$ cat src/rtl/approx_error_sweeper.sv
// approx_error_sweeper
//   Drives every {b,a} operand pair into an external approximate-multiplier
//   error comparator, counts how many patterns raise the error flag and keeps
//   the first failing pattern. Results are reported through start/busy/done.
//
// Ports
//   clk             rising-edge clock
//   rst_n           synchronous active-low reset
//   start           begin a sweep (only acted on in IDLE)
//   a_out, b_out    operands presented to the comparator
//   err_in          comparator error flag, SAMPLE_LAT cycles behind a_out/b_out
//   busy            sweep in progress (RUN or DRAIN)
//   done            one-cycle pulse when results are final
//   err_count       number of failing patterns
//   first_err_vec   {b,a} of the earliest failing pattern
//   first_err_valid first_err_vec holds a captured pattern
module approx_error_sweeper #(
    parameter int OP_W       = 2,
    parameter int SAMPLE_LAT = 0,
    parameter int CNT_W      = 2*OP_W+1
) (
    input  logic              clk,
    input  logic              rst_n,
    input  logic              start,
    output logic [OP_W-1:0]   a_out,
    output logic [OP_W-1:0]   b_out,
    input  logic              err_in,
    output logic              busy,
    output logic              done,
    output logic [CNT_W-1:0]  err_count,
    output logic [2*OP_W-1:0] first_err_vec,
    output logic              first_err_valid
);
    localparam int PW = 2*OP_W;
    // One extra counter bit keeps the terminal pattern distinct from a wrapped 0.
    localparam logic [PW:0] LAST = {1'b0, {PW{1'b1}}};

    typedef enum logic [1:0] {IDLE, RUN, DRAIN, DONE} state_t;
    state_t state, state_nxt;

    logic [PW:0]   p;
    logic [2:0]    dcnt;
    logic [PW-1:0] cur_pat;
    logic          run_vld;
    logic          sc_vld;
    logic [PW-1:0] sc_pat;
    logic          accept;

    assign accept = (state == IDLE) && start;

    always_comb begin
        state_nxt = state;
        case (state)
            IDLE:    if (start) state_nxt = RUN;
            RUN:     if (p == LAST) state_nxt = (SAMPLE_LAT > 0) ? DRAIN : DONE;
            DRAIN:   if (dcnt == 3'(SAMPLE_LAT-1)) state_nxt = DONE;
            DONE:    state_nxt = IDLE;
            default: state_nxt = IDLE;
        endcase
    end

    always_ff @(posedge clk) begin
        if (!rst_n) begin
            state <= IDLE;
            p     <= '0;
            dcnt  <= '0;
        end else begin
            state <= state_nxt;
            if (accept)
                p <= '0;
            else if (state == RUN)
                p <= p + 1'b1;
            dcnt <= (state == DRAIN) ? dcnt + 3'd1 : 3'd0;
        end
    end

    // DRAIN holds the last pattern, which is always all-ones.
    always_comb begin
        cur_pat = '0;
        case (state)
            RUN:     cur_pat = p[PW-1:0];
            DRAIN:   cur_pat = '1;
            default: cur_pat = '0;
        endcase
    end

    assign {b_out, a_out} = cur_pat;
    assign run_vld        = (state == RUN);
    assign busy           = (state == RUN) || (state == DRAIN);
    assign done           = (state == DONE);

    // Tag/pattern delay line aligning each driven pattern with its err_in.
    generate
        if (SAMPLE_LAT == 0) begin : g_nolat
            assign sc_vld = run_vld;
            assign sc_pat = cur_pat;
        end else begin : g_lat
            logic [SAMPLE_LAT-1:0]         vld_pipe;
            logic [SAMPLE_LAT-1:0][PW-1:0] pat_pipe;
            always_ff @(posedge clk) begin
                if (!rst_n) begin
                    vld_pipe <= '0;
                    pat_pipe <= '0;
                end else begin
                    vld_pipe[0] <= run_vld;
                    pat_pipe[0] <= cur_pat;
                    for (int i = 1; i < SAMPLE_LAT; i++) begin
                        vld_pipe[i] <= vld_pipe[i-1];
                        pat_pipe[i] <= pat_pipe[i-1];
                    end
                end
            end
            assign sc_vld = vld_pipe[SAMPLE_LAT-1];
            assign sc_pat = pat_pipe[SAMPLE_LAT-1];
        end
    endgenerate

    always_ff @(posedge clk) begin
        if (!rst_n || accept) begin
            err_count       <= '0;
            first_err_vec   <= '0;
            first_err_valid <= 1'b0;
        end else if (sc_vld && err_in) begin
            err_count <= err_count + CNT_W'(1);
            if (!first_err_valid) begin
                first_err_vec   <= sc_pat;
                first_err_valid <= 1'b1;
            end
        end
    end
endmodule

$ cat config.mk
export PLATFORM = sky130hd
export DESIGN_NAME = approx_error_sweeper
export DESIGN_NICKNAME = d
export VERILOG_FILES = /design/src/rtl/approx_error_sweeper.sv
export SDC_FILE = /design/constraint.sdc
export NUM_CORES = 1
export LEC_CHECK = 0
export BUFFER_PORTS_ARGS = -buffer_cell sky130_fd_sc_hd__buf_2
export CORE_MARGIN = 2
export CORE_UTILIZATION = 51
export CTS_CLUSTER_SIZE = 10
export DETAILED_ROUTE_END_ITERATION = 8
export HOLD_SLACK_MARGIN = 0.03
export PLACE_DENSITY = 0.75
export SYNTH_ARGS = -nofsm -noshare
export SYNTH_HDL_FRONTEND = slang
export SYNTH_SLANG_ARGS = --single-unit
$ cat constraint.sdc
create_clock -name clk -period 2 [get_ports clk]
set_clock_uncertainty 0.1 [all_clocks]
set_input_delay 0.1 -clock clk [delete_from_list [all_inputs] [get_ports clk]]
set_output_delay 0.1 -clock clk [all_outputs]
set_load 0.01 [all_outputs]
==> results of run 1 <==
[layer usage]
| metal | vias to the layer above | global-route usage, % |
|---|---|---|
| met4 | 0 | 10.0 |
| met3 | 2 | 4.71 |
| met1 | 337 | 24.4 |
| met5 | - | 0 |
| met2 | 15 | 29.4 |
| li1 | 379 | - |
[logic make-up (layout without fill, tap and decap cells)]
family	Yosys count	count (layout)	share of synthesized area (%)
simple gates	32	32	17.0
flops	20	20	43.1
compound gates	18	18	12.8
fa+ha+maj	10	10	13.5
buf+inv	10	33	5.66
xor+xnor	5	5	4.72
mux	3	3	3.23
[cell usage after synthesis, drive strengths merged]
master	n	area, µm²
dfxtp	20	400
ha	10	125
nand2	9	33.8
a21oi	8	40.0
nor2	8	30.0
inv	7	26.3
a22o	4	35.0
nor2b	4	25.0
xor2	4	35.0
and3	3	18.8
mux2i	3	30.0
nand3	3	15.0
buf	2	22.5
o21ai	2	10.0
or3	2	12.5
a211oi	1	7.51
a21bo	1	10.0
a222oi	1	10.0
a31oi	1	6.26
clkbuf	1	3.75
nand2b	1	6.26
nand4	1	6.26
nor3	1	10.0
xnor2	1	8.76
[flip-flops by register name (all words and copies together), names as in the netlist]
| name | cells |
|---|---|
| dcnt | 3 |
| p | 5 |
| state | 2 |
| first_err_valid | 1 |
| err_count | 5 |
| first_err_vec | 4 |
[power by group through the flow]
stage | clock network (mW) | registers (mW) | logic (mW)
floorplan | 0 | 0.506 | 0.386
global placement | 0 | 0.508 | 0.466
detailed placement | 0 | 0.515 | 0.482
CTS | 0.238 | 0.506 | 0.488
global route | 0.259 | 0.522 | 0.567
finish | 0.232 | 0.511 | 0.502
[placed cells by master, fill, tap and decap left out, drive strengths merged]
| cell | n |
|---|---|
| dfxtp | 20 |
| buf | 20 |
| ha | 10 |
| nand2 | 9 |
| a21oi | 8 |
| nor2 | 8 |
| inv | 7 |
| nor2b | 4 |
| a22o | 4 |
| xor2 | 4 |
| clkbuf | 4 |
| and3 | 3 |
| mux2i | 3 |
| nand3 | 3 |
| o21ai | 2 |
| or3 | 2 |
| dlygate4sd3 | 2 |
| a21bo | 1 |
| a31oi | 1 |
| nor3 | 1 |
| nand2b | 1 |
| a222oi | 1 |
| nand4 | 1 |
| xnor2 | 1 |
| a211oi | 1 |
[worst paths after layout]
kind / endpoint / slack [ns] / depth (start not counted)
setup / recovery: b_out[0] / 0.16 / 6
setup reg to reg: state[0] / 0.19 / 4
hold / removal: state[1] / 0.16 / 4
hold reg to reg: dcnt[0] / 0.33 / 1
[final cells by class]
| class | instances | area [µm²] | share of cell area [%] |
|---|---|---|---|
| sequential | 20 | 400 | 36.2 |
| tap | 25 | 31.3 | 2.83 |
| clock buffer | 4 | 36.3 | 3.28 |
| inverter | 7 | 26.3 | 2.38 |
| timing repair buffer | 22 | 123 | 11.1 |
| multi-input combinational | 68 | 488 | 44.2 |
[worst reg2reg max path, delay by kind of cell, from the launching register on]
| family | cells | cell delay (ns) |
|---|---|---|
| muxes | 1 | 0.24 |
| DFF | 1 | 0.49 |
| buffers and inverters | 1 | 0.11 |
| adders and majority gates | 1 | 0.31 |
| AOI/OAI and AO/OA | 1 | 0.51 |
[repair_timing]
action	4_1_cts	5_1_grt
endpoints found under the hold margin	6	0
endpoints found under the setup margin	0	4
buffers inserted	0	0
hold buffers	2	0
gates resized for setup	0	2
==> summary.md, run 1 <==
| Metric | Value |
|---|---|
| Post-synthesis cell count | 98 |
| Clk Latency, worst-skew pair | 0.29 ns |
| Initial antenna violation count | 0 |
| Antenna Nets Post-Route | 0 |
| Vias post-DR | 733 |
| Crit path cell chain | inv_1 -> ha_4 -> buf_4 -> a21oi_1 -> nor2b_1 -> buf_2 |
| Effective utilization at floorplan | 53.8% |
| # fillers | 154 |
| LEAKAGE | 0.514 nW |
| Clock power share | 18.6% |
| Dpl ws | 0.264 ns |
| MaxCap Viol Count | 0 |
| Reg clk slew, reported paths | 0.11 ns |
| Final Setup Violations | 0 |
| Tot GR Track Use | 19.1% |
| YS warnings | 0 |
| Worst Setup SP | state[1] |
| Slowest stage cell, crit path | dfxtp_1 |
| Post-Syn Nets | 112 |
| CP Data Arrival Time | 1.64 ns |
| RD Place Congestion | 0.747 |
| Switching fraction of total power | 37.3% |
| Cell Area, Synth | 928 µm² |
| First-pass GRT wire length | 2850 µm |
| Post-DP HPWL | 1270 µm |
| Sequential share of power | 41.1% |
| Critical path required time | 1.80 ns |
| Final Cycle Share | 92.1% |
| Die span in x | 46.7 µm |
| Iter 0 DRT Violations | 14 |
| Psw | 465 µW |
| Pin count of the biggest net entering global routing | 14 |
| CORE AREA | 1730 µm² |
| Sequential-to-total area share from yosys stat | 43.1% |
| Max Slew Vio Count | 0 |
| # rows | 15 |
| Mean post-synth cell area | 9.47 µm² |
| CP max FO | 10 |
| Via count of the first global-routing pass | 658 |
| H-tree lvl count | 1 |
| Crit path capture type | primary output |
| Max Used Layer | met4 |
| Worst slew margin relative to its limit | 64.4% |
| Top Family by Delay on Critical Path | flip-flops |
| Final Util | 64.0% |
| # IOs | 20 |
| Cell variety after synth | 24 |
| Fmax | 0.543 GHz |
| WP buf/inv | 3 |
| CTS Buffer Depth | 2 |
| Num CTS Buffers | 3 |
| R2r startpoint | state[0] |
| CTS tree | done |
| Wl on met1 | 835 µm |
| Setup_tns | 0 ns |
| Met2 WL post-DR | 770 µm |
| Routed len/inst | 11.5 µm |
| N_diodes | 0 |
| Die Ht | 46.7 µm |
| Hold path startpoint | start |
| Cell Pwr Density | 1130 nW/µm² |
| Congestion Overflow GR | 0 |
| Post-route worst setup slack | 0.159 ns |
| Critical path type | flop to primary output |
| Power Total | 1.25 mW |
| Area Overhead vs Synth | 19.0% |
| Min Clock Period, post-route | 1.84 ns |
| Seq cells post-synth | 20 |
| Vias/cell | 5.02 |
| IO buf count | 19 |
| Fin Hold WS | 0.164 ns |
| Status | complete, no violations |
| Worst vdd ir | 0.688 mV |
| Combinational power share | 40.3% |
| Startpoint types | flop |
| Cell area after layout | 1100 µm² |
| Worst-Margin Slew | 0.534 ns |
| DRT Pass-1 Iters | 4 |
| NumNets Final | 136 |
| Layout cell share with drive strength beyond 1 | 22.3% |
| Die area | 2180 µm² |
| Root Buffer | clkbuf_4 |
| Total placed instance area | 1040 µm² |
| Placed Cells | 140 |
| Number of remaining DRC errors | 0 |
| Hold Path Class | primary input to flop |
| Largest stage delay, worst path | 0.44 ns |
| Final WL | 1690 µm |
| Met3 WL | 67 µm |
| Clock Sinks | 20 |
| Non-filler cells, final | 146 |
| Fin. Hold Viols | 0 |
| Internal power | 781 µW |
Note: power is estimated with default switching activity, not from simulation.
==> inputs of run 2 (changes only) <==
--- a/config.mk
+++ b/config.mk
@@ -6,7 +6,6 @@
 export NUM_CORES = 1
 export LEC_CHECK = 0
 export BUFFER_PORTS_ARGS = -buffer_cell sky130_fd_sc_hd__buf_2
-export CORE_MARGIN = 2
 export CORE_UTILIZATION = 51
 export CTS_CLUSTER_SIZE = 10
 export DETAILED_ROUTE_END_ITERATION = 8
==> run 2 against run 1 <==
First-iteration DRC count grew 50%; final cell count is the same; maximum frequency shrank 0.38%; combinational power shrank 3%; utilization grew 1.1 points; routed wire length shrank 1.9%; worst hold slack gained 0.0075 ns; sequential cell count is the same; largest power group unchanged.
==> summary.md, run 2 (synthesis gave the netlist of run 1 again) <==
| Metric | Value |
|---|---|
| Status | complete, no violations |
| CORE AREA | 1710 µm² (-1.1%) |
| NumNets Final | 136 (unchanged) |
| Post-route worst setup slack | 0.152 ns (-0.00698 ns) |
| Reg clk slew, reported paths | 0.11 ns (about the same) |
| Critical path type | flop to primary output |
| Area Overhead vs Synth | 19.7% |
| Num CTS Buffers | 3 (unchanged) |
| Max Used Layer | met4 |
| DRT Pass-1 Iters | 4 (unchanged) |
| Max Slew Vio Count | 0 (unchanged) |
| Wl on met1 | 800 µm (-4.2%) |
| Non-filler cells, final | 146 (unchanged) |
| Effective utilization at floorplan | 54.4% (+0.59 points) |
| # rows | 15 (unchanged) |
| Die span in x | 44.7 µm (-4.3%) |
| Postcts setup bufs | 0 (unchanged) |
| Clk Latency, worst-skew pair | 0.30 ns (about the same) |
| Dpl ws | 0.250 ns (-0.0139 ns) |
| Largest regs | err_count x5, p x5, first_err_vec x4 |
| MaxCap Viol Count | 0 (unchanged) |
| CTS Buffer Depth | 2 (unchanged) |
| # fillers | 156 (+1.3%) |
| Fmax | 0.541 GHz (-0.38%) |
| Pin count of the biggest net entering global routing | 14 (unchanged) |
| Via count of the first global-routing pass | 662 (+0.61%) |
| Most frequent cells in the layout | dfxtp_1, buf_2, nand2_1, ha_1 |
| Met3 WL | 76 µm (+13%) |
| RSZ-0062 raised after global routing | no |
| Number of remaining DRC errors | 0 (unchanged) |
| Cell area after layout | 1110 µm² (+0.57%) |
| Final WL | 1650 µm (-1.9%) |
| CP max FO | 9 (-1) |
| Cell Pwr Density | 1190 nW/µm² (+5.1%) |
| Die Ht | 44.7 µm (-4.3%) |
| IO buf count | 19 (unchanged) |
| Setup_tns | 0 ns (unchanged) |
| Placed Cells | 140 (unchanged) |
| Die area | 1990 µm² (-8.4%) |
| Vias/cell | 5.01 (-0.27%) |
| Final Setup Violations | 0 (unchanged) |
| Final Cycle Share | 92.4% (+0.35 points) |
| Routed len/inst | 11.3 µm (-1.9%) |
| Commonest non-fill, non-tap cell in the layout | dfxtp_1 |
| Post-DP HPWL | 1230 µm (-3.1%) |
| Largest stage delay, worst path | 0.38 ns (-0.06 ns) |
| Critical path required time | 1.80 ns (about the same) |
| Vias post-DR | 731 (-0.27%) |
| CP Data Arrival Time | 1.65 ns (about the same) |
| Min Clock Period, post-route | 1.85 ns (+0.00698 ns) |
| Tot GR Track Use | 19.2% (+0.12 points) |
| Clock Sinks | 20 (unchanged) |
| Antenna Nets Post-Route | 0 (unchanged) |
| Initial antenna violation count | 0 (unchanged) |
| Worst vdd ir | 0.830 mV (+21%) |
| Layout cell share with drive strength beyond 1 | 22.3% (unchanged) |
| CTS tree | done |
| Hold Path Class | primary input to flop |
| Top Family by Delay on Critical Path | buffers and inverters |
| Startpoint types | flop |
| Fin. Hold Viols | 0 (unchanged) |
| Root Buffer | clkbuf_4 |
| Total placed instance area | 1040 µm² (unchanged) |
| # IOs | 20 (unchanged) |
| Congestion Overflow GR | 0 (unchanged) |
| Register area | 400 µm² (unchanged) |
| Crit path cell chain | inv_1 -> ha_2 -> buf_4 -> a21oi_1 -> nor2b_1 -> buf_2 |
| H-tree lvl count | 1 (unchanged) |
| LEAKAGE | 0.519 nW (+0.98%) |
| RD Place Congestion | 0.788 (+5.5%) |
| First-pass GRT wire length | 2810 µm (-1.4%) |
| Iter 0 DRT Violations | 21 (+7) |
| Worst slew margin relative to its limit | 64.0% (-0.42 points) |
| Crit path capture type | primary output |
| Area of the multi-input gates | 478 µm² (-2.1%) |
| Met2 WL post-DR | 761 µm (-1.2%) |
| Slowest stage cell, crit path | dfxtp_1 |
| Worst-Margin Slew | 0.540 ns (+0.00623 ns) |
| N_diodes | 0 (unchanged) |
| WP buf/inv | 3 (unchanged) |
==> run 2: cell count changes in the layout (fill, tap and decap cells not counted) <==
cell	change
ha_4	-1
clkbuf_8	-1
ha_2	+1
bufinv_16	+1
==> run 2: final timing paths <==
path | start | slack [ns] | to | cells past startpoint
max reg2reg | p[0] | 0.23 | state[0] | 6
max | state[1] | 0.15 | b_out[0] | 6
min | start | 0.17 | state[1] | 4
min reg2reg | dcnt[0] | 0.33 | dcnt[0] | 1
==> run 2: report_power, final <==
group          internal, mW  leakage [nW]  switching [mW]
combinational         0.211         0.329           0.274
clock                 0.203        0.0279           0.123
sequential            0.450         0.162          0.0565
==> run 2: tightest hold or removal path, cell delays in order <==
cell and delay (ns):
buf_2 0.11, inv_1 0.04, a222oi_1 0.14, mux2i_1 0.14
==> run 2: repair_timing <==
item                       in CTS  in global routing
setup endpoints to repair       0                  3
hold buffers                    2                  0
hold endpoints to repair        6                  0
gates resized for setup         0                  1
==> run 2: metal layers <==
layer	up-vias	track usage [%]
met5	-	0
met4	0	9.09
met3	2	5.31
met2	13	28.8
met1	334	25.4
li1	382	-
==> run 2: layout make-up <==
type                    instances  area share (%)
multi-input cells              68            43.0
flip-flops and latches         20            36.0
repair buffers                 22            11.0
well taps                      25            2.82
clock inverters                 1            2.70
inverters                       7            2.36
clock buffers                   3            2.03
==> run 2: through the flow <==
stage | utilization, % | power, mW | hold WS (ns)
floorplan | - | 0.892 | 0.114
global placement | 60.7 | 0.976 | 0.286
detailed placement | 60.7 | 0.993 | 0.297
CTS | 64.9 | 1.33 | 0.150
global route | 65.1 | 1.41 | 0.189
finish | 65.1 | 1.32 | 0.172
